===== src/rtl/noc_pkg.sv =====
// noc_pkg: shared NoC flit types, packet geometry and arbiter states.
// Imported by the wormhole arbiter and its round-robin sub-block.
package noc_pkg;

  localparam int DATA_WIDTH = 32;
  localparam int PACKET_LEN = 6;
  localparam int DEST_LSB   = 0;
  localparam int DEST_MSB   = 3;

  typedef logic [DATA_WIDTH-1:0] flit_t;

  typedef enum logic {
    IDLE,
    LOCKED
  } state_t;

  // Destination field of a head flit.
  function automatic logic [DEST_MSB-DEST_LSB:0] flit_dest(flit_t f);
    return f[DEST_MSB:DEST_LSB];
  endfunction

endpackage


===== src/rtl/noc_wormhole_arbiter_if.sv =====
// noc_wormhole_arbiter_if: requester flits in, one flit channel out.
// slave = arbiter side, master = requesters plus downstream stage.
interface noc_wormhole_arbiter_if #(
  parameter int NUM_INPUTS = 4,
  parameter int DATA_WIDTH = 32
);

  localparam int GRANT_W = $clog2(NUM_INPUTS);

  logic [NUM_INPUTS*DATA_WIDTH-1:0] data_in;
  logic [NUM_INPUTS-1:0]            valid_in;
  logic [NUM_INPUTS-1:0]            ready_in;
  logic [DATA_WIDTH-1:0]            data_out;
  logic                             valid_out;
  logic                             ready_out;
  logic                             grant_valid;
  logic [GRANT_W-1:0]               grant_idx;
  logic [15:0]                      packets_sent;

  modport slave (
    input  data_in,
    input  valid_in,
    input  ready_out,
    output ready_in,
    output data_out,
    output valid_out,
    output grant_valid,
    output grant_idx,
    output packets_sent
  );

  modport master (
    output data_in,
    output valid_in,
    output ready_out,
    input  ready_in,
    input  data_out,
    input  valid_out,
    input  grant_valid,
    input  grant_idx,
    input  packets_sent
  );

endinterface


===== src/rtl/rr_arbiter.sv =====
// rr_arbiter: combinational round-robin pick of the first req at/after ptr.
// Ports: req, ptr in; any (some req set), idx (chosen requester) out.
module rr_arbiter #(
  parameter int NUM_INPUTS = 4,
  localparam int GRANT_W = $clog2(NUM_INPUTS)
) (
  input  logic [NUM_INPUTS-1:0] req,
  input  logic [GRANT_W-1:0]    ptr,
  output logic                  any,
  output logic [GRANT_W-1:0]    idx
);

  localparam int SW = GRANT_W + 1;

  logic [NUM_INPUTS-1:0] rot;
  logic                  found;
  logic [SW-1:0]         sum;

  // Rotating the doubled vector puts ptr at bit 0, so the first
  // set bit is the winner's distance from ptr.
  always_comb begin
    rot   = NUM_INPUTS'({req, req} >> ptr);
    found = 1'b0;
    sum   = '0;
    idx   = '0;
    for (int i = 0; i < NUM_INPUTS; i++) begin
      if (!found && rot[i]) begin
        found = 1'b1;
        sum   = {1'b0, ptr} + SW'(i);
      end
    end
    if (sum >= SW'(NUM_INPUTS))
      idx = GRANT_W'(sum - SW'(NUM_INPUTS));
    else
      idx = sum[GRANT_W-1:0];
    any = |req;
  end

endmodule


===== src/rtl/noc_wormhole_arbiter.sv =====
// noc_wormhole_arbiter: round-robin flit channel with wormhole locking.
// Ports: clk, rst (async, high); bus = requester/downstream channel.
module noc_wormhole_arbiter #(
  parameter int NUM_INPUTS = 4,
  parameter int DATA_WIDTH = noc_pkg::DATA_WIDTH,
  parameter int PACKET_LEN = noc_pkg::PACKET_LEN
) (
  input logic                    clk,
  input logic                    rst,
  noc_wormhole_arbiter_if.slave  bus
);

  import noc_pkg::*;

  localparam int GRANT_W = $clog2(NUM_INPUTS);
  localparam int CNT_W   = $clog2(PACKET_LEN);

  state_t                state;
  logic [GRANT_W-1:0]    rr_ptr;
  logic [GRANT_W-1:0]    grant_idx;
  logic [GRANT_W-1:0]    next_ptr;
  logic [GRANT_W-1:0]    arb_idx;
  logic                  arb_any;
  logic [CNT_W-1:0]      flit_cnt;
  logic                  grant_valid;
  logic [15:0]           packets_sent;
  logic [NUM_INPUTS-1:0] grant_oh;
  logic [DATA_WIDTH-1:0] sel_flit;
  logic                  locked;
  logic                  xfer;
  logic                  last;

  rr_arbiter #(
    .NUM_INPUTS (NUM_INPUTS)
  ) u_rr (
    .req (bus.valid_in),
    .ptr (rr_ptr),
    .any (arb_any),
    .idx (arb_idx)
  );

  always_comb begin
    grant_oh = '0;
    sel_flit = '0;
    for (int i = 0; i < NUM_INPUTS; i++) begin
      if (grant_idx == GRANT_W'(i)) begin
        grant_oh[i] = 1'b1;
        sel_flit    = bus.data_in[i*DATA_WIDTH +: DATA_WIDTH];
      end
    end
  end

  always_comb begin
    next_ptr = grant_idx + GRANT_W'(1);
    if (grant_idx == GRANT_W'(NUM_INPUTS-1))
      next_ptr = '0;
  end

  assign locked = (state == LOCKED);
  assign last   = (flit_cnt == CNT_W'(PACKET_LEN-1));
  assign xfer   = bus.valid_out & bus.ready_out;

  // ready_in never looks at valid_in: lock state and ready_out only.
  assign bus.ready_in  = locked ?
    (grant_oh & {NUM_INPUTS{bus.ready_out}}) : '0;
  assign bus.valid_out = locked & |(bus.valid_in & grant_oh);
  assign bus.data_out  = bus.valid_out ? sel_flit : '0;

  assign bus.grant_valid  = grant_valid;
  assign bus.grant_idx    = grant_idx;
  assign bus.packets_sent = packets_sent;

  always_ff @(posedge clk or posedge rst) begin
    if (rst) begin
      state        <= IDLE;
      rr_ptr       <= '0;
      flit_cnt     <= '0;
      grant_idx    <= '0;
      grant_valid  <= 1'b0;
      packets_sent <= '0;
    end else begin
      unique case (state)
        IDLE: begin
          if (arb_any) begin
            grant_idx   <= arb_idx;
            grant_valid <= 1'b1;
            flit_cnt    <= '0;
            state       <= LOCKED;
          end
        end
        LOCKED: begin
          if (xfer) begin
            if (last) begin
              rr_ptr       <= next_ptr;
              packets_sent <= packets_sent + 16'd1;
              flit_cnt     <= '0;
              grant_valid  <= 1'b0;
              grant_idx    <= '0;
              state        <= IDLE;
            end else begin
              flit_cnt <= flit_cnt + CNT_W'(1);
            end
          end
        end
        default: state <= IDLE;
      endcase
    end
  end

endmodule


===== src/flat_wrapper.sv =====
// flat-port wrapper written by rule: the top's interface ports become plain ports
module noc_wormhole_arbiter_flat import noc_pkg::*;
#(
  parameter int NUM_INPUTS = 4,
  parameter int DATA_WIDTH = noc_pkg::DATA_WIDTH,
  parameter int PACKET_LEN = noc_pkg::PACKET_LEN
)
  (clk, rst, bus_data_in, bus_valid_in, bus_ready_out, bus_ready_in, bus_data_out, bus_valid_out, bus_grant_valid, bus_grant_idx, bus_packets_sent);
  noc_wormhole_arbiter_if #(.NUM_INPUTS(NUM_INPUTS), .DATA_WIDTH(DATA_WIDTH)) bus_i ();
  input logic clk;
  input logic rst;
  input wire logic [$bits(bus_i.data_in)-1:0] bus_data_in;
  input wire logic [$bits(bus_i.valid_in)-1:0] bus_valid_in;
  input wire logic [$bits(bus_i.ready_out)-1:0] bus_ready_out;
  output wire logic [$bits(bus_i.ready_in)-1:0] bus_ready_in;
  output wire logic [$bits(bus_i.data_out)-1:0] bus_data_out;
  output wire logic [$bits(bus_i.valid_out)-1:0] bus_valid_out;
  output wire logic [$bits(bus_i.grant_valid)-1:0] bus_grant_valid;
  output wire logic [$bits(bus_i.grant_idx)-1:0] bus_grant_idx;
  output wire logic [$bits(bus_i.packets_sent)-1:0] bus_packets_sent;
  assign bus_i.data_in = bus_data_in;
  assign bus_i.valid_in = bus_valid_in;
  assign bus_i.ready_out = bus_ready_out;
  assign bus_ready_in = bus_i.ready_in;
  assign bus_data_out = bus_i.data_out;
  assign bus_valid_out = bus_i.valid_out;
  assign bus_grant_valid = bus_i.grant_valid;
  assign bus_grant_idx = bus_i.grant_idx;
  assign bus_packets_sent = bus_i.packets_sent;
  noc_wormhole_arbiter #(.NUM_INPUTS(NUM_INPUTS), .DATA_WIDTH(DATA_WIDTH), .PACKET_LEN(PACKET_LEN)) u_core (.clk(clk), .rst(rst), .bus(bus_i));
endmodule

===== config.mk =====
export PLATFORM = sky130hd
export DESIGN_NAME = noc_wormhole_arbiter_flat
export DESIGN_NICKNAME = d
export VERILOG_FILES = /design/src/rtl/noc_pkg.sv /design/src/rtl/noc_wormhole_arbiter_if.sv /design/src/rtl/rr_arbiter.sv /design/src/rtl/noc_wormhole_arbiter.sv /design/src/flat_wrapper.sv
export SDC_FILE = /design/constraint.sdc
export NUM_CORES = 1
export LEC_CHECK = 0
export CAP_MARGIN = 20
export CORE_ASPECT_RATIO = 0.6
export CORE_MARGIN = 3
export CORE_UTILIZATION = 35
export CTS_BUF_LIST = sky130_fd_sc_hd__clkbuf_8
export CTS_CLUSTER_SIZE = 16
export DETAILED_ROUTE_END_ITERATION = 8
export GPL_TIMING_DRIVEN = 0
export PLACE_DENSITY_LB_ADDON = 0.3
export RECOVER_POWER = 100
export SLEW_MARGIN = 10
export SYNTH_ARGS = -nofsm -noshare
export SYNTH_HDL_FRONTEND = slang
export SYNTH_HIERARCHICAL = 1
export SYNTH_SLANG_ARGS = --single-unit

===== constraint.sdc =====
create_clock -name clk -period 2.2 [get_ports clk]
set_input_delay 0.33 -clock clk [delete_from_list [all_inputs] [get_ports clk]]
set_output_delay 0.33 -clock clk [all_outputs]
set_load 0.05 [all_outputs]

==> metrics.txt, run 1 <==
post-layout util=0.878; crit share post-route=1.21; cell mode on critical path=buf_8; Final ANT Viol Nets=0; Setup CP Type=reg -> out; Hold Crit Class=in -> async; Arr. time, crit path=approximately 2.3 ns; area occupied by multi-input gates=2120 um^2; CP cell instances=inv_4, ha_4, nor2b_4, buf_6, buf_12, buf_8, a221oi_1, a211o_1, a21oi_4, buf_8; layout cells sized above 1=0.313; mapped cell area=2440 um^2; H-tree Lvls=1; row cnt=22; starting density of the core=0.380; failing checks=setup timing; placed cell areas=4960 um^2; total gr overflow=0; Worst Setup Start Kind=flop; cell area power density=between 1500 and 2000 nW/um^2; Lkg Pwr=2.43 nW; Clock Sinks=25; die area=8030 um^2; max cap viols=0; Synth top area share=0.257; Die Wd=approximately 110 um; CTS tree=yes; nets=677; core area=roughly 6400 um^2; Synthesis Warnings=6; Via density=6.00; Worst Setup Slack, final=-0.470 ns; cell count after synthesis=314; Die Y=70.6 um; synth unique cells=38; Clock Latency Late Sink=~0.27 ns; Syn Area/Cell=7.76 um^2; commonest non-fill, non-tap cell in the layout=clkdlybuf4s50_1; worst rel slew slack=0.254; status=complete, but fails checks; vias in the first global route=approximately 3,700; routed length per instance=22.5 um; final worst path period need=2.67 ns; via count=3,722; CP top delay family=compound AO/OA/AOI/OAI gates; dpl ws=-0.847 ns; overall power=roughly 8.6 mW; DPL Wire Length=9020 um; Critical Path End Type=output pin; post-synth top area cell=dfrtp_1; Fmax=about 370 MHz; I/O pin count=191; clock buffer depth=2; clock skew=0.00789 ns; synth-to-layout area growth=131%; commonest cells after routing, fill and taps aside=139 x clkdlybuf4s50_1, 37 x nand2_1, 37 x inv_1; Crit path buffers/inverters=5; worst-path maximum fanout=5; Peak supply drop=1.13 mV; # hold bufs at CTS=0; Hold Vio Cnt, Final=0; Worst EP required=between 1.5 and 2 ns; DR pass1 iterations=7; crit path max-delay cell type=dfrtp_2; Critical Path Max Stage Delay=0.46 ns; largest net degree at the start of global routing=26; clk slew on worst S/H paths=around 0.090 ns; DRT Wirelength=14,000 um; Diodes inserted=0; r2r startpoint=u_core/bus.grant_idx[1]$_DFFE_PP0P_; clock root buffer=clkbuf_8; Seq/Total Area, Yosys=0.257; Final Max Slew Viols=0; initial antenna violation count=0; syn nets=454; start point of the critical path=u_core/bus.grant_idx[0]$_DFFE_PP0P_; design area=approximately 5600 um^2; Final GP Congestion=0.851; RSZ-0062 raised after global routing=yes; Area contributors post-synth=dfrtp_1 26%, a211o_1 11%, a221oi_1 11%, a21oi_1 7.2%, inv_1 6.2%; Synth Register Bits=25; CTS buffer count=3; GRT Total Usage=0.301; Slew @ Worst Pin=1.12 ns; register area=628 um^2; first-pass GRT wire length=19,400 um; 1st-iter DRT viols=roughly 270; port bufs=190; number of setup violations in the final report=38; DRC=0; fillcell total=290
[path summary, 6_finish.rpt]
kind / to / slack (ns) / cells after the start
hold / removal: u_core/bus.packets_sent[11]$_DFFE_PP0P_ / 0.38 / 2
max in group asynchronous: u_core/bus.grant_idx[1]$_DFFE_PP0P_ / 0.46 / 3
hold reg to reg: u_core/bus.packets_sent[15]$_DFFE_PP0P_ / 0.49 / 1
setup / recovery: bus_data_out[25] / -0.47 / 10
setup reg to reg: u_core/bus.grant_idx[1]$_DFFE_PP0P_ / -0.17 / 8
min in group clk: u_core/bus.packets_sent[15]$_DFFE_PP0P_ / 0.49 / 1
[per-layer routing]
metal / part of all wire / vias up / GRT usage / routed length [um]
li1: - / 1598 / - / -
met1: 0.35 / 1759 / 0.353 / 4890
met2: 0.50 / 288 / 0.543 / 7010
met3: 0.095 / 77 / 0.0718 / 1330
met4: 0.052 / 0 / 0.0973 / 720
met5: 0 / - / 0 / 0
[cell families after synthesis]
logic type	synth area share
compound gates	0.353
xor+xnor	0.0575
fa+ha+maj	0.0257
buf+inv	0.111
flops	0.257
mux	0.0226
simple gates	0.174
[repair_timing]
action / CTS / global route
endpoints found under the setup margin: 37 / 41
setup buffers: 14 / 11
pin swaps: 39 / 28
resized for setup: 304 / 20
gates cloned: 4 / 1
[state kept, by name, indices dropped and copies added (netlist names)]
| signal | flops |
|---|---|
| u_core/bus.packets_sent | 16 |
| u_core/flit_cnt | 3 |
| u_core/bus.grant_idx | 2 |
| u_core/rr_ptr | 2 |
| u_core/bus.grant_valid | 1 |
| u_core/locked | 1 |
[Yosys cell counts, drive strengths merged]
master and instances:
nand4 7, o211a 1, and3 9, o21ai 4
o2bb2a 1, a221oi 32, nand2b 2, dfrtp 25
mux2i 1, xnor2 10, a21o 1, or4 1
nor3b 3, and4 2, a22o 2, buf 11
nor2 10, ha 5, a311oi 1, inv 40
a211o 32, nor2b 3, clkbuf 16, a21oi 35
nand3 8, xor2 6, mux2 3, nand2 37
o31ai 4, nor4 1, nor3 1
[power by group]
| part | leakage (nW) | internal [mW] | switching [mW] |
|---|---|---|---|
| clock | 0.0255 | 0.127 | 0.153 |
| combinational | 2.08 | 3.46 | 4.22 |
| sequential | 0.328 | 0.546 | 0.124 |
[area by class of cell]
| type | instances | share of cell area |
|---|---|---|
| multi-input combinational | 222 | 0.376 |
| sequential | 25 | 0.112 |
| timing repair buffer | 220 | 0.415 |
| buffer | 25 | 0.0427 |
| inverter | 40 | 0.0282 |
| tap | 84 | 0.0187 |
| clock inverter | 1 | 0.000889 |
| clock buffer | 3 | 0.00733 |
[metrics by stage]
stage	std cells	TNS (ns)	hold slack, ns
6_report	620	-11.64	0.383
5_1_grt	620	-13.89	0.388
4_1_cts	608	-9.19	0.473
3_5_place_dp	588	-26.23	0.457
3_3_place_gp	588	-24.87	0.457
2_1_floorplan	314	-2.80	0.357
Power figures use the tool's default switching activity.
==> run 2, diff against run 1 <==
--- a/config.mk
+++ b/config.mk
@@ -8,7 +8,7 @@
 export CAP_MARGIN = 20
 export CORE_ASPECT_RATIO = 0.6
 export CORE_MARGIN = 3
-export CORE_UTILIZATION = 35
+export CORE_UTILIZATION = 37
 export CTS_BUF_LIST = sky130_fd_sc_hd__clkbuf_8
 export CTS_CLUSTER_SIZE = 16
 export DETAILED_ROUTE_END_ITERATION = 8
==> constraint.sdc (replaced) <==
create_clock -name clk -period 3.2 [get_ports clk]
set_input_delay 0.48 -clock clk [delete_from_list [all_inputs] [get_ports clk]]
set_output_delay 0.48 -clock clk [all_outputs]
set_load 0.05 [all_outputs]
==> run 2 against run 1 <==
  * Via count is 13% lower
  * Critical path type unchanged
  * Clock skew is 0.0045 ns lower
  * Sequential power is 34% lower
  * The flow now finishes without violations
  * Largest power group unchanged
==> metrics.txt, run 2 (synthesis results as in run 1) <==
status=completed; vias in the first global route=3,089 (-17%); worst hold start=u_core/bus.packets_sent[15]$_DFFE_PP0P_; Fmax=333 MHz; Net Sw Frac=0.601 (+0.0800); placed cell areas=4440 um^2 (-10%); routing usage on met2=0.404 (-0.139); via count=3,229 (-13%); synth-to-layout area growth=76.3%; Worst R2R End=u_core/rr_ptr[0]$_DFFE_PP0P_; Reg2Reg Depth=6 (-2); DPL Wire Length=8360 um (-7.4%); Clock Latency Late Sink=0.26 ns (about the same); clock share of power=0.049 (+0.017); number of setup violations in the final report=0 (-100%); DR pass1 iterations=4 (-3); Top reg by flops=u_core/bus.packets_sent; 1st-iter DRT viols=186 (-31%); internal power=1.46 mW (-65%); commonest cells after routing, fill and taps aside=133 x clkdlybuf4s50_1, 40 x inv_1, 37 x nand2_1; Clock Sinks=25 (unchanged); Final Max Slew Viols=0 (unchanged); Via density=5.45 (-9.1%); max cap viols=0 (unchanged); post-layout util=0.688 (-0.190); Setup CP Type=reg -> out; r2r startpoint=u_core/bus.grant_idx[0]$_DFFE_PP0P_; CTS buffer count=3 (unchanged); initial antenna violation count=0 (unchanged); Hold Crit Class=reg -> reg; Hold Vio Cnt, Final=0 (unchanged); Worst Hold Depth=1; worst rel slew slack=0.188 (-0.0656); RSZ-0062 raised after global routing=no; starting density of the core=0.390 (+0.0100); nets=649 (-4.1%); Peak supply drop=0.486 mV (-57%); Arr. time, crit path=2.52 ns (+0.18 ns); DRT Wirelength=10,200 um (-27%); clock buffer depth=2 (unchanged); clock root buffer=clkbuf_8; Slew @ Worst Pin=1.21 ns (+0.0856 ns); cell area power density=852 nW/um^2 (-44%); max reg flops=16 (unchanged); layout cells sized above 1=0.0965 (-0.217); Sw Pwr=2.20 mW (-51%); Lkg Pwr=2.00 nW (-18%); DRC=0 (unchanged); crit share post-route=0.938; Worst Setup Start Kind=flop; Worst Hold End=u_core/bus.packets_sent[15]$_DFFE_PP0P_; die area=7630 um^2 (-5.0%); Diodes inserted=0 (unchanged); Die Y=68.9 um (-2.5%); I/O pin count=191 (unchanged); met1 usage in global routing=0.331 (-0.0216); port bufs=190 (unchanged); Min Hold Slack=0.504 ns (+0.121 ns); H-tree Lvls=1 (unchanged); overall power=3.66 mW (-58%); Critical Path End Type=output pin; Die Wd=111 um (-2.6%); largest net degree at the start of global routing=26 (unchanged); Worst EP required=2.72 ns (+0.85 ns); row cnt=22 (unchanged); final worst path period need=3.00 ns; routed length per instance=17.2 um (-23%); r2r setup slk=0.31 ns (+0.48 ns); clk slew on worst S/H paths=0.08 ns (about the same); core area=6250 um^2 (-2.6%); met3 usage=0.0575 (-0.0143); Final GP Congestion=0.855 (+0.46%); total gr overflow=0 (unchanged); gr busiest metal=met2; # hold bufs at CTS=0 (unchanged); commonest non-fill, non-tap cell in the layout=clkdlybuf4s50_1; CTS tree=yes; post-CTS setup buffer count=0 (-14); Flop pwr share=0.120 (+0.042); worst-path maximum fanout=10 (+5); Final ANT Viol Nets=0 (unchanged); design area=4300 um^2 (-24%); GRT Total Usage=0.249 (-0.0524); fillcell total=556 (+92%); first-pass GRT wire length=15,300 um (-21%); PostCTS Resize Cnt=51 (-83%); Final TNS setup=0 ns (+11.64 ns); clock skew=0.00334 ns (-0.00455 ns); Combinational Power Share=0.830 (-0.060); biggest regs=u_core/bus.packets_sent (16), u_core/flit_cnt (3); start point of the critical path=u_core/bus.grant_idx[1]$_DFFE_PP0P_
## run 2: changes by cell type in the layout (fill, tap and decap cells not counted), sizes merged
cell | previous run | this run
buf | 74 | 8
dlygate4sd3 | 14 | 22
clkinvlp | 1 | 0
dlymetal6s2s | 0 | 1
bufbuf | 1 | 0
dlygate4sd2 | 0 | 2
inv | 39 | 40
clkdlybuf4s50 | 139 | 133
clkbuf | 19 | 53
## run 2: layout make-up
type / instances / area (um^2) / area share
clock buffer: 3 / 41.3 / 0.00961
timing repair buffer: 190 / 1750 / 0.406
buffer: 27 / 121 / 0.0282
inverter: 40 / 150 / 0.0349
multi-input combinational: 222 / 1500 / 0.350
tap: 84 / 105 / 0.0245
sequential: 25 / 626 / 0.146
clock inverter: 1 / 5.00 / 0.00116
## run 2: through the flow
stage               setup WS (ns)  std cells
floorplan                  0.0800        314
global placement          -0.0856        588
detailed placement         -0.104        588
CTS                       0.00358        592
global route              0.00328        592
finish                      0.200        592
## run 2: worst max path at each step
stage | slack (ns) | cells after the start | to
floorplan | 0.08 | 9 | bus_data_out[10]
global placement | -0.09 | 6 | bus_data_out[3]
detailed placement | -0.10 | 6 | bus_data_out[2]
CTS | 0.004 | 8 | bus_data_out[11]
global route | 0.003 | 10 | bus_data_out[3]
finish | 0.20 | 6 | bus_ready_in[1]
## run 2: metal layers
| metal | share of wire | wire (um) |
|---|---|---|
| met5 | 0 | 0 |
| met4 | 0.027 | 278 |
| met3 | 0.077 | 785 |
| met2 | 0.48 | 4860 |
| met1 | 0.42 | 4270 |
## run 2: power by group through the flow
stage	logic [mW]	clock network (mW)	registers (mW)
3_3_place_gp	3.28	0	0.446
3_5_place_dp	3.31	0	0.451
2_1_floorplan	2.17	0	0.530
6_report	3.04	0.181	0.440
4_1_cts	3.18	0.186	0.445
5_1_grt	3.24	0.201	0.454
## run 2: worst max-delay path: stages, from the launching register on
cell	delay, ns
dfrtp_1	0.42
inv_1	0.11
ha_1	0.17
buf_6	0.12
clkbuf_1	0.38
and3_1	0.22
clkdlybuf4s50_1	0.82
